### src/rtl/c16_wport_if.sv
// c16_wport_if: write-command channel from the c16 core into c16_wport.
//   req_valid  command present (core -> port)
//   req_ready  port can accept a command (port -> core)
//   req_tgt    target number (0 = sound, 1 = video, ...)
//   req_param  parameter select
//   req_index  first index of the burst
//   req_val    value written on every beat
//   req_count  number of beats, 0 means 1
// master = core side, slave = c16_wport side.
interface c16_wport_if #(
    parameter int NTGT    = 2,
    parameter int PARAM_W = 2,
    parameter int INDEX_W = 11,
    parameter int DATA_W  = 16,
    parameter int CNT_W   = 4
);
    localparam int TGT_W = (NTGT > 1) ? $clog2(NTGT) : 1;

    logic               req_valid;
    logic               req_ready;
    logic [TGT_W-1:0]   req_tgt;
    logic [PARAM_W-1:0] req_param;
    logic [INDEX_W-1:0] req_index;
    logic [DATA_W-1:0]  req_val;
    logic [CNT_W-1:0]   req_count;

    modport master (
        output req_valid, req_tgt, req_param, req_index, req_val, req_count,
        input  req_ready
    );

    modport slave (
        input  req_valid, req_tgt, req_param, req_index, req_val, req_count,
        output req_ready
    );
endinterface

### src/rtl/c16_wport.sv
// c16_wport: buffered, flow-controlled peripheral write port.
// Write commands are queued in a DEPTH-entry FIFO, then replayed as bursts
// onto the shared write bus: one beat per cycle while the addressed target
// is ready, same value to `count` consecutive (wrapping) indices.
// Ports:
//   clk, resetn        clock (rising edge), asynchronous active-low reset
//   req                command channel (slave modport of c16_wport_if)
//   tgt_ready[NTGT]    target i can take a beat this cycle
//   wen[NTGT]          registered one-hot write enable
//   w_param/w_index/w_val  registered write bus, held between beats
//   busy               engine active or FIFO non-empty
//   level              FIFO occupancy, 0..DEPTH
module c16_wport #(
    parameter int NTGT    = 2,
    parameter int PARAM_W = 2,
    parameter int INDEX_W = 11,
    parameter int DATA_W  = 16,
    parameter int DEPTH   = 4,
    parameter int CNT_W   = 4,
    localparam int TGT_W  = (NTGT > 1) ? $clog2(NTGT) : 1,
    localparam int AW     = $clog2(DEPTH),
    localparam int LVL_W  = AW + 1
) (
    input  logic               clk,
    input  logic               resetn,
    c16_wport_if.slave         req,
    input  logic [NTGT-1:0]    tgt_ready,
    output logic [NTGT-1:0]    wen,
    output logic [PARAM_W-1:0] w_param,
    output logic [INDEX_W-1:0] w_index,
    output logic [DATA_W-1:0]  w_val,
    output logic               busy,
    output logic [LVL_W-1:0]   level
);

    typedef struct packed {
        logic [TGT_W-1:0]   tgt;
        logic [PARAM_W-1:0] param;
        logic [INDEX_W-1:0] index;
        logic [DATA_W-1:0]  val;
        logic [CNT_W-1:0]   count;
    } cmd_t;

    typedef enum logic {IDLE, ISSUE} state_t;

    // ---------------- command FIFO ----------------
    cmd_t           mem [DEPTH];
    cmd_t           head;
    logic [AW-1:0]  wr_ptr, rd_ptr;
    logic           full, empty, push, pop;
    state_t         state;

    assign full          = (level == LVL_W'(DEPTH));
    assign empty         = (level == '0);
    // ready depends only on registered occupancy: a pop in the same cycle
    // does not open a slot early
    assign req.req_ready = !full;
    assign push          = req.req_valid && !full;
    assign pop           = (state == IDLE) && !empty;
    assign head          = mem[rd_ptr];

    always_ff @(posedge clk) begin
        if (push)
            mem[wr_ptr] <= '{tgt: req.req_tgt, param: req.req_param,
                             index: req.req_index, val: req.req_val,
                             count: req.req_count};
    end

    always_ff @(posedge clk or negedge resetn) begin
        if (!resetn) begin
            wr_ptr <= '0;
            rd_ptr <= '0;
            level  <= '0;
        end else begin
            if (push) wr_ptr <= wr_ptr + 1'b1;
            if (pop)  rd_ptr <= rd_ptr + 1'b1;
            case ({push, pop})
                2'b10:   level <= level + 1'b1;
                2'b01:   level <= level - 1'b1;
                default: level <= level;
            endcase
        end
    end

    // ---------------- burst engine ----------------
    logic [TGT_W-1:0]   b_tgt;
    logic [PARAM_W-1:0] b_param;
    logic [INDEX_W-1:0] b_index;
    logic [DATA_W-1:0]  b_val;
    logic [CNT_W-1:0]   b_rem;
    logic [NTGT-1:0]    tgt_oh;
    logic               tgt_ok, rdy_hit, beat;

    for (genvar i = 0; i < NTGT; i++) begin : g_oh
        assign tgt_oh[i] = (b_tgt == TGT_W'(i));
    end

    // an out-of-range target decodes to all-zero: beats drain unconditionally
    assign tgt_ok  = |tgt_oh;
    assign rdy_hit = |(tgt_oh & tgt_ready);
    assign beat    = (state == ISSUE) && (rdy_hit || !tgt_ok);
    assign busy    = (state != IDLE) || !empty;

    always_ff @(posedge clk or negedge resetn) begin
        if (!resetn) begin
            state   <= IDLE;
            b_tgt   <= '0;
            b_param <= '0;
            b_index <= '0;
            b_val   <= '0;
            b_rem   <= '0;
            wen     <= '0;
            w_param <= '0;
            w_index <= '0;
            w_val   <= '0;
        end else begin
            wen <= '0;
            case (state)
                IDLE: begin
                    if (!empty) begin
                        b_tgt   <= head.tgt;
                        b_param <= head.param;
                        b_index <= head.index;
                        b_val   <= head.val;
                        b_rem   <= (head.count == '0) ? CNT_W'(1) : head.count;
                        state   <= ISSUE;
                    end
                end
                ISSUE: begin
                    if (beat) begin
                        wen     <= tgt_oh;
                        w_param <= b_param;
                        w_index <= b_index;
                        w_val   <= b_val;
                        b_index <= b_index + 1'b1;
                        b_rem   <= b_rem - 1'b1;
                        if (b_rem == CNT_W'(1)) state <= IDLE;
                    end
                end
                default: state <= IDLE;
            endcase
        end
    end

endmodule

### src/flat_wrapper.sv
// flat-port wrapper written by rule: the top's interface ports become plain ports
module c16_wport_flat 
#(
    parameter int NTGT    = 2,
    parameter int PARAM_W = 2,
    parameter int INDEX_W = 11,
    parameter int DATA_W  = 16,
    parameter int DEPTH   = 4,
    parameter int CNT_W   = 4,
    localparam int TGT_W  = (NTGT > 1) ? $clog2(NTGT) : 1,
    localparam int AW     = $clog2(DEPTH),
    localparam int LVL_W  = AW + 1
)
  (clk, resetn, tgt_ready, wen, w_param, w_index, w_val, busy, level, req_req_valid, req_req_tgt, req_req_param, req_req_index, req_req_val, req_req_count, req_req_ready);
  c16_wport_if #(.NTGT(NTGT), .PARAM_W(PARAM_W), .INDEX_W(INDEX_W), .DATA_W(DATA_W), .CNT_W(CNT_W)) req_i ();
  input  logic clk;
  input  logic resetn;
  input  logic [NTGT-1:0] tgt_ready;
  output logic [NTGT-1:0] wen;
  output logic [PARAM_W-1:0] w_param;
  output logic [INDEX_W-1:0] w_index;
  output logic [DATA_W-1:0] w_val;
  output logic busy;
  output logic [LVL_W-1:0] level;
  input wire logic [$bits(req_i.req_valid)-1:0] req_req_valid;
  input wire logic [$bits(req_i.req_tgt)-1:0] req_req_tgt;
  input wire logic [$bits(req_i.req_param)-1:0] req_req_param;
  input wire logic [$bits(req_i.req_index)-1:0] req_req_index;
  input wire logic [$bits(req_i.req_val)-1:0] req_req_val;
  input wire logic [$bits(req_i.req_count)-1:0] req_req_count;
  output wire logic [$bits(req_i.req_ready)-1:0] req_req_ready;
  assign req_i.req_valid = req_req_valid;
  assign req_i.req_tgt = req_req_tgt;
  assign req_i.req_param = req_req_param;
  assign req_i.req_index = req_req_index;
  assign req_i.req_val = req_req_val;
  assign req_i.req_count = req_req_count;
  assign req_req_ready = req_i.req_ready;
  c16_wport #(.NTGT(NTGT), .PARAM_W(PARAM_W), .INDEX_W(INDEX_W), .DATA_W(DATA_W), .DEPTH(DEPTH), .CNT_W(CNT_W)) u_core (.clk(clk), .resetn(resetn), .req(req_i), .tgt_ready(tgt_ready), .wen(wen), .w_param(w_param), .w_index(w_index), .w_val(w_val), .busy(busy), .level(level));
endmodule
### config.mk
export PLATFORM = sky130hd
export DESIGN_NAME = c16_wport_flat
export DESIGN_NICKNAME = d
export VERILOG_FILES = /design/src/rtl/c16_wport_if.sv /design/src/rtl/c16_wport.sv /design/src/flat_wrapper.sv
export SDC_FILE = /design/constraint.sdc
export NUM_CORES = 1
export LEC_CHECK = 0
export CELL_PAD_IN_SITES_DETAIL_PLACEMENT = 1
export CELL_PAD_IN_SITES_GLOBAL_PLACEMENT = 1
export CORE_UTILIZATION = 52
export DETAILED_ROUTE_END_ITERATION = 10
export GPL_TIMING_DRIVEN = 0
export PLACE_DENSITY_LB_ADDON = 0.2
export SYNTH_ARGS = -nofsm -noshare
export SYNTH_HDL_FRONTEND = slang
export SYNTH_SLANG_ARGS = --single-unit
### constraint.sdc
create_clock -name clk -period 4.8 [get_ports clk]
set_clock_uncertainty 0.1 [all_clocks]
set_input_delay 1.2 -clock clk [delete_from_list [all_inputs] [get_ports clk]]
set_output_delay 1.2 -clock clk [all_outputs]
set_load 0.005 [all_outputs]
==> results.py, run 1 <==
metrics = {
    "setup_path": {
        "crit_fanout": 5,
        "worstReg2RegStart": "u_core.level[1]$_DFFE_PN0P_",
        "worst_setup_path_end_kind": "output pin",
        "worstSetupPathType": "flip-flop to output pin",
        "crit_start": "u_core.level[1]$_DFFE_PN0P_",
        "cp_data_arrival_time_ns": 2.20,
        "rrSetupSlack_ns": 1.55,
        "r2r_end": "u_core.level[2]$_DFFE_PN0P_",
        "critPathCapture": "busy",
        "worstPathRequired_ns": 3.50,
        "critPathLaunchType": "flip-flop",
        "reg2regPathDepth": 10,
    },
    "clocking": {
        "postCtsHoldBufs": 0,
        "cts_inserted_buffers": 22,
        "cts-resized-gates": 0,
        "cts_tree": "built",
        "numClockSinks": 209,
        "cts_buffer_depth": 3,
        "path_clk_slew_ns": 0.06,
        "clockRootBuffer": "clkbuf_16",
        "clock_latency_ns": 0.51,
        "htreeDepth": 1,
        "postCtsSetupRepairBufs": 0,
    },
    "yosys": {
        "syn_nets": 575,
        "synth_warnings": 0,
        "synth_top_area_share_pct": 50.4,
        "avgSynthCellArea_um2": 15.4,
        "synth_top_cells_by_area": "edfxtp_1 50%, dfrtp_1 23%, mux4_2 9.2%",
        "synth.distinct_cells": 39,
        "syn_area_um2": 8100,
        "synth_seq_area_share_pct": 72.9,
        "yosysTopAreaCell": "edfxtp_1",
        "synth_seq_cells": 209,
        "syn_inst": 527,
    },
    "routing": {
        "met2_length_um": 9180,
        "drt-pass1-iter-count": 4,
        "routedWlPerCell_um": 22.4,
        "wl_met3_um": 834,
        "vias_per_cell": 5.74,
        "routed_wl_um": 18600,
        "wl_met1_um": 8140,
        "drcViolationCount": 0,
        "highest_layer": "met4",
        "postRouteAntennaNets": 0,
        "drt_iter0_drc": 393,
        "vias": 4781,
    },
    "global_routing": {
        "grt_pass1_wl_um": 29800,
        "grt_max_degree": 74,
        "grt-ovfl-total": 0,
        "antenna_found_initial": 0,
        "grt_pass1_vias": 5132,
        "grt_usage_pct": 24.9,
    },
    "final_layout": {
        "final_cell_mix": "151 x nand2_1, 136 x edfxtp_1, 73 x clkdlybuf4s50_1, 73 x dfrtp_1, 33 x mux4_2",
        "antenna_cells": 0,
        "fin_nets": 677,
        "layout_commonest_cell": "nand2_1",
        "syn_to_final_growth_pct": 22.1,
        "n_fill_cell": 1387,
        "drive_above_1_share_pct": 14.1,
    },
    "hold_path": {
        "min_path_cells": 2,
        "hold_path_class": "flip-flop to flip-flop",
    },
    "timing": {
        "slew_viol_final": 0,
        "finalSetupViolations": 0,
        "worstMarginPinSlew_ns": 0.906,
        "rsz0062_at_grt": "false",
        "fin_crit_sh_pct": 72.9,
        "period_minus_slack_ns": 3.50,
        "fmaxAchievable_mhz": 286,
        "setup-tns-final_ns": 0,
        "slew_headroom_pct": 37.9,
        "fin_worst_hold_slack_ns": 0.370,
        "hold_violations": 0,
    },
    "floorplan": {
        "die_h_um": 127,
        "die-area_um2": 16100,
        "fp.dieW_um": 127,
        "core_area_um2": 15200,
        "initial_core_util_pct": 53.3,
        "rows": 45,
        "io_pins": 75,
    },
    "place": {
        "portBuffers": 74,
        "place_congestion": 0.814,
        "dp_hpwl_um": 12300,
    },
    "power_and_ir_drop": {
        "peakVddDrop_v": 0.000387,
        "p_leak_nw": 3.84,
        "p_per_area_nw_per_um2": 627,
    },
    "run_status": {
        "status": "completed",
    },
    "job": {
        "drv_cap": 0,
    },
}
==> how the worst min path moves through the flow <==
stage	from	to	slack, ns
3_5_place_dp	u_core.w_val[10]$_DFFE_PN0P_	u_core.w_val[10]$_DFFE_PN0P_	0.36
4_1_cts	u_core.w_val[10]$_DFFE_PN0P_	u_core.w_val[10]$_DFFE_PN0P_	0.38
2_1_floorplan	u_core.b_param[0]$_DFFE_PN0P_	u_core.w_param[0]$_DFFE_PN0P_	0.34
3_3_place_gp	u_core.b_val[5]$_DFFE_PN0P_	u_core.w_val[5]$_DFFE_PN0P_	0.35
5_1_grt	u_core.w_param[0]$_DFFE_PN0P_	u_core.w_param[0]$_DFFE_PN0P_	0.40
6_report	u_core.w_index[8]$_DFFE_PN0P_	u_core.w_index[8]$_DFFE_PN0P_	0.37
==> routing by layer <==
layer,global-route usage [%],vias up
li1,-,2135
met1,34.8,2474
met2,40.5,140
met3,3.88,32
met4,8.40,0
met5,0,-
==> state kept, by name, indices dropped and copies added (netlist names), 2 cells and up <==
signal          cells
u_core.w_param      2
u_core.w_val       16
u_core.b_rem        4
u_core.b_param      2
u_core.mem        136
u_core.b_val       16
u_core.wen          2
u_core.b_index     11
u_core.w_index     11
u_core.level        3
u_core.wr_ptr       2
u_core.rd_ptr       2
==> final cells by class <==
cell class | count | area (µm²) | share of cell area, %
Clock inverter | 8 | 76.3 | 0.771
Timing Repair Buffer | 78 | 818 | 8.27
Multi-Input combinational cell | 289 | 2070 | 21.0
Clock buffer | 32 | 658 | 6.65
Tap cell | 188 | 235 | 2.38
Buffer | 22 | 96.3 | 0.974
Sequential cell | 209 | 5910 | 59.7
Inverter | 7 | 26.3 | 0.266
==> cell families (layout without fill, tap and decap cells) <==
family / after synthesis / after routing / synth area share, %
buf+inv: 29 / 147 / 1.51
flops: 209 / 209 / 72.9
xor+xnor: 9 / 9 / 0.973
fa+ha+maj: 9 / 9 / 1.48
simple gates: 190 / 190 / 9.70
compound gates: 39 / 39 / 3.00
mux: 42 / 42 / 10.4
==> where the power goes <==
| group | switching, mW | leakage [nW] | total [mW] | internal (mW) |
|---|---|---|---|---|
| clock | 0.682 | 0.369 | 1.69 | 1.01 |
| sequential | 0.283 | 2.15 | 2.73 | 2.45 |
| combinational | 0.950 | 1.31 | 1.79 | 0.839 |
==> synth_stat cells <==
library cell  instances
or2_2                 1
and3_1                6
nand2_1             151
mux4_2               33
o21ai_0               3
nor2_1               10
mux2_2                3
o31ai_1               2
clkbuf_1             16
buf_2                 5
a211oi_1              1
dfrtp_1              73
and2_1                2
or3_1                 2
and4_1                2
or4_1                 2
nor3_1                3
o311ai_0              1
xor2_1                3
buf_6                 1
mux2_4                1
nand4_1               2
o22ai_1               8
ha_1                  8
o21ai_1               1
a21o_1                3
nand3_1               6
nor3b_1               1
inv_2                 1
a31oi_1               6
inv_1                 6
a21oi_1              11
edfxtp_1            136
nor4b_1               1
xnor2_1               6
a311oi_1              3
fa_1                  1
nand2b_1              1
mux2i_1               5
==> through the flow <==
stage,std cells,util (%),power [mW],setup slack [ns],instance area (µm²)
finish,833,65.1,6.21,1.30,9900
global route,833,65.1,6.54,1.19,9900
CTS,833,65.1,6.27,1.26,9900
detailed placement,793,60.3,4.55,1.59,9160
global placement,789,59.7,4.36,-0.0282,9080
floorplan,527,-,3.72,2.23,8100
==> worst max-delay path, cell delays in order (launching register included) <==
cell	delay, ns
dfrtp_1	0.43
nor3_1	0.58
nand2_1	0.19
clkdlybuf4s50_1	0.50
(Power assumes the default switching activity.)
==> run 2, diff against run 1 <==
Settings changed: CORE_UTILIZATION 52 to 43.
Clock period 4.8 ns to 2.9 ns, I/O delays scaled along.
==> run 2 against run 1 <==
Cell count up 5.0%. Flip-flop and latch count did not move. Register-to-register slack worse by 1.4 ns. Die area rose by 21%. Combinational power rose by 64%. Global-route usage decreased by 5.7 points. Setup slack got worse by 1.1 ns. Critical path depth increased by 4. First-iteration DRC count is 41% lower. Wire length shrank 4.1%. Sequential power rose by 65%. Largest cell class unchanged. Highest routed layer unchanged.
==> results.py, run 2 (synthesized netlist as in run 1, its figures left out) <==
metrics = {
    "final_layout": {
        "layout_commonest_cell": "nand2_1",
        "largest_register_ffs": 136,
        "fin_nets": 677,
        "top_regs": "u_core.mem (136), u_core.b_val (16), u_core.w_val (16)",
        "final_cell_mix": "151 x nand2_1, 136 x edfxtp_1, 73 x clkdlybuf4s50_1, 73 x dfrtp_1, 33 x mux4_2",
        "antenna_cells": 0,
        "syn_to_final_growth_pct": 23.0,
        "top_register": "u_core.mem",
        "fin_util_pct": 54.8,
        "post-route-cell-area_um2": 9970,
        "drive_above_1_share_pct": 14.1,
    },
    "setup_path": {
        "cp_data_arrival_time_ns": 3.03,
        "worst_setup_path_end_kind": "flip-flop",
        "critPathSlowestCell": "dfrtp_1",
        "critPathLaunchType": "flip-flop",
        "critPathMaxStageDelay_ns": 0.49,
        "worstPathRequired_ns": 3.19,
        "path_delay_family": "adder cells",
        "crit_fanout": 10,
        "critPathBufInv": 2,
        "crit_chain": "nor3_4 -> or2_2 -> inv_1 -> clkbuf_1 -> ha_1 -> fa_1 -> mux2_2",
        "worstSetupPathType": "flip-flop to flip-flop",
    },
    "place": {
        "placed_cell_area_um2": 9230,
        "place_congestion": 0.831,
        "portBuffers": 74,
        "dp_hpwl_um": 12200,
    },
    "floorplan": {
        "die-area_um2": 19400,
        "rows": 49,
        "initial_core_util_pct": 44.5,
        "io_pins": 75,
        "core_area_um2": 18200,
        "die_h_um": 139,
        "fp.dieW_um": 139,
    },
    "power_and_ir_drop": {
        "p_leak_nw": 3.85,
        "power.internal_mw": 7.08,
        "finalPower_mw": 10.2,
        "clkPwrFrac_pct": 27.1,
        "seqPwrFrac_pct": 44.2,
        "p_per_area_nw_per_um2": 1030,
        "peakVddDrop_v": 0.000591,
        "comb_power_share_pct": 28.8,
        "p_sw_share_pct": 30.7,
        "p_sw_mw": 3.14,
    },
    "routing": {
        "routedWlPerCell_um": 20.4,
        "drt_iter0_drc": 231,
        "routed_wl_um": 17900,
        "drt-pass1-iter-count": 4,
        "postRouteAntennaNets": 0,
        "vias_per_cell": 5.37,
        "vias": 4701,
        "drcViolationCount": 0,
    },
    "global_routing": {
        "grt_pass1_wl_um": 28500,
        "antenna_found_initial": 0,
        "grt-ovfl-total": 0,
        "grt_max_degree": 74,
        "grt_usage_pct": 19.2,
        "grt_pass1_vias": 5009,
    },
    "clocking": {
        "cts_inserted_buffers": 23,
        "htreeDepth": 1,
        "cts_tree": "built",
        "path_clk_slew_ns": 0.06,
        "numClockSinks": 209,
        "clock_latency_ns": 0.51,
        "cts_buffer_depth": 3,
        "clockRootBuffer": "clkbuf_16",
        "postCtsSetupRepairBufs": 0,
    },
    "timing": {
        "hold_violations": 0,
        "slew_viol_final": 0,
        "fmaxAchievable_mhz": 366,
        "fin_crit_sh_pct": 94.2,
        "worstMarginPinSlew_ns": 0.913,
        "fin_worst_hold_slack_ns": 0.247,
        "slew_headroom_pct": 39.1,
        "period_minus_slack_ns": 2.73,
        "rsz0062_at_grt": "false",
        "finalSetupViolations": 0,
    },
    "run_status": {
        "status": "completed",
    },
    "hold_path": {
        "hold_path_class": "input pin to asynchronous set/reset pin",
    },
    "job": {
        "drv_cap": 0,
    },
}
[run 2: cell type report]
cell class / instances / area, µm²
repair buffers: 78 / 833
multi-input cells: 289 / 2090
fillers: 1721 / 8240
well taps: 229 / 287
clock inverters: 10 / 63.8
inverters: 7 / 26.3
flip-flops and latches: 209 / 5910
clock buffers: 32 / 671
plain buffers: 21 / 92.6
[run 2: stage by stage]
stage	setup slack (ns)	setup TNS (ns)	std cells
floorplan	0.359	0	527
global placement	-1.44	-164.72	830
detailed placement	-0.468	-0.857	834
CTS	0.119	0	875
global route	0.0285	0	875
finish	0.168	0	875
[run 2: per-layer routing]
metal	vias to the layer above	share of wire, %	track usage, %
met5	-	0	0
met4	0	1.7	4.04
met3	22	3.8	2.79
met2	106	49	32.8
met1	2427	45	26.3
li1	2146	-	-
[run 2: power groups by stage]
| stage | combinational, mW | sequential, mW | clock (mW) |
|---|---|---|---|
| 4_1_cts | 3.00 | 4.52 | 2.84 |
| 3_5_place_dp | 2.97 | 4.56 | 0 |
| 6_report | 2.94 | 4.51 | 2.77 |
| 2_1_floorplan | 1.72 | 4.44 | 0 |
| 5_1_grt | 3.23 | 4.60 | 2.94 |
| 3_3_place_gp | 2.75 | 4.52 | 0 |
[run 2: timing repair]
item,4_1_cts,5_1_grt
endpoints found under the setup margin,3,0
endpoints found under the hold margin,0,0
resized for setup,2,0
hold buffers,0,0
[run 2: path summary, 6_finish.rpt]
| check | startpoint | end | slack (ns) | cells after the start |
|---|---|---|---|---|
| max reg2reg | u_core.level[0]$_DFFE_PN0P_ | u_core.level[1]$_DFFE_PN0P_ | 0.17 | 7 |
| max | u_core.level[0]$_DFFE_PN0P_ | u_core.level[1]$_DFFE_PN0P_ | 0.17 | 7 |
| min reg2reg | u_core.b_val[5]$_DFFE_PN0P_ | u_core.w_val[5]$_DFFE_PN0P_ | 0.37 | 2 |
| max in group asynchronous | resetn | u_core.w_val[7]$_DFFE_PN0P_ | 1.86 | 1 |
| min | resetn | u_core.w_index[5]$_DFFE_PN0P_ | 0.25 | 1 |
| min in group clk | u_core.b_val[5]$_DFFE_PN0P_ | u_core.w_val[5]$_DFFE_PN0P_ | 0.37 | 2 |
[run 2: worst register-to-register path, cell delays in order, from the launching register on]
cell	delay [ns]
dfrtp_1	0.49
nor3_4	0.10
or2_2	0.38
inv_1	0.14
clkbuf_1	0.40
ha_1	0.30
fa_1	0.43
mux2_2	0.28
==> run 3, diff against run 2 <==
Settings changed: ABC_AREA set to 0, CAP_MARGIN set to 20.
==> results of run 3 <==
No change in the layout: final DEF, timing and power equal those of run 2.
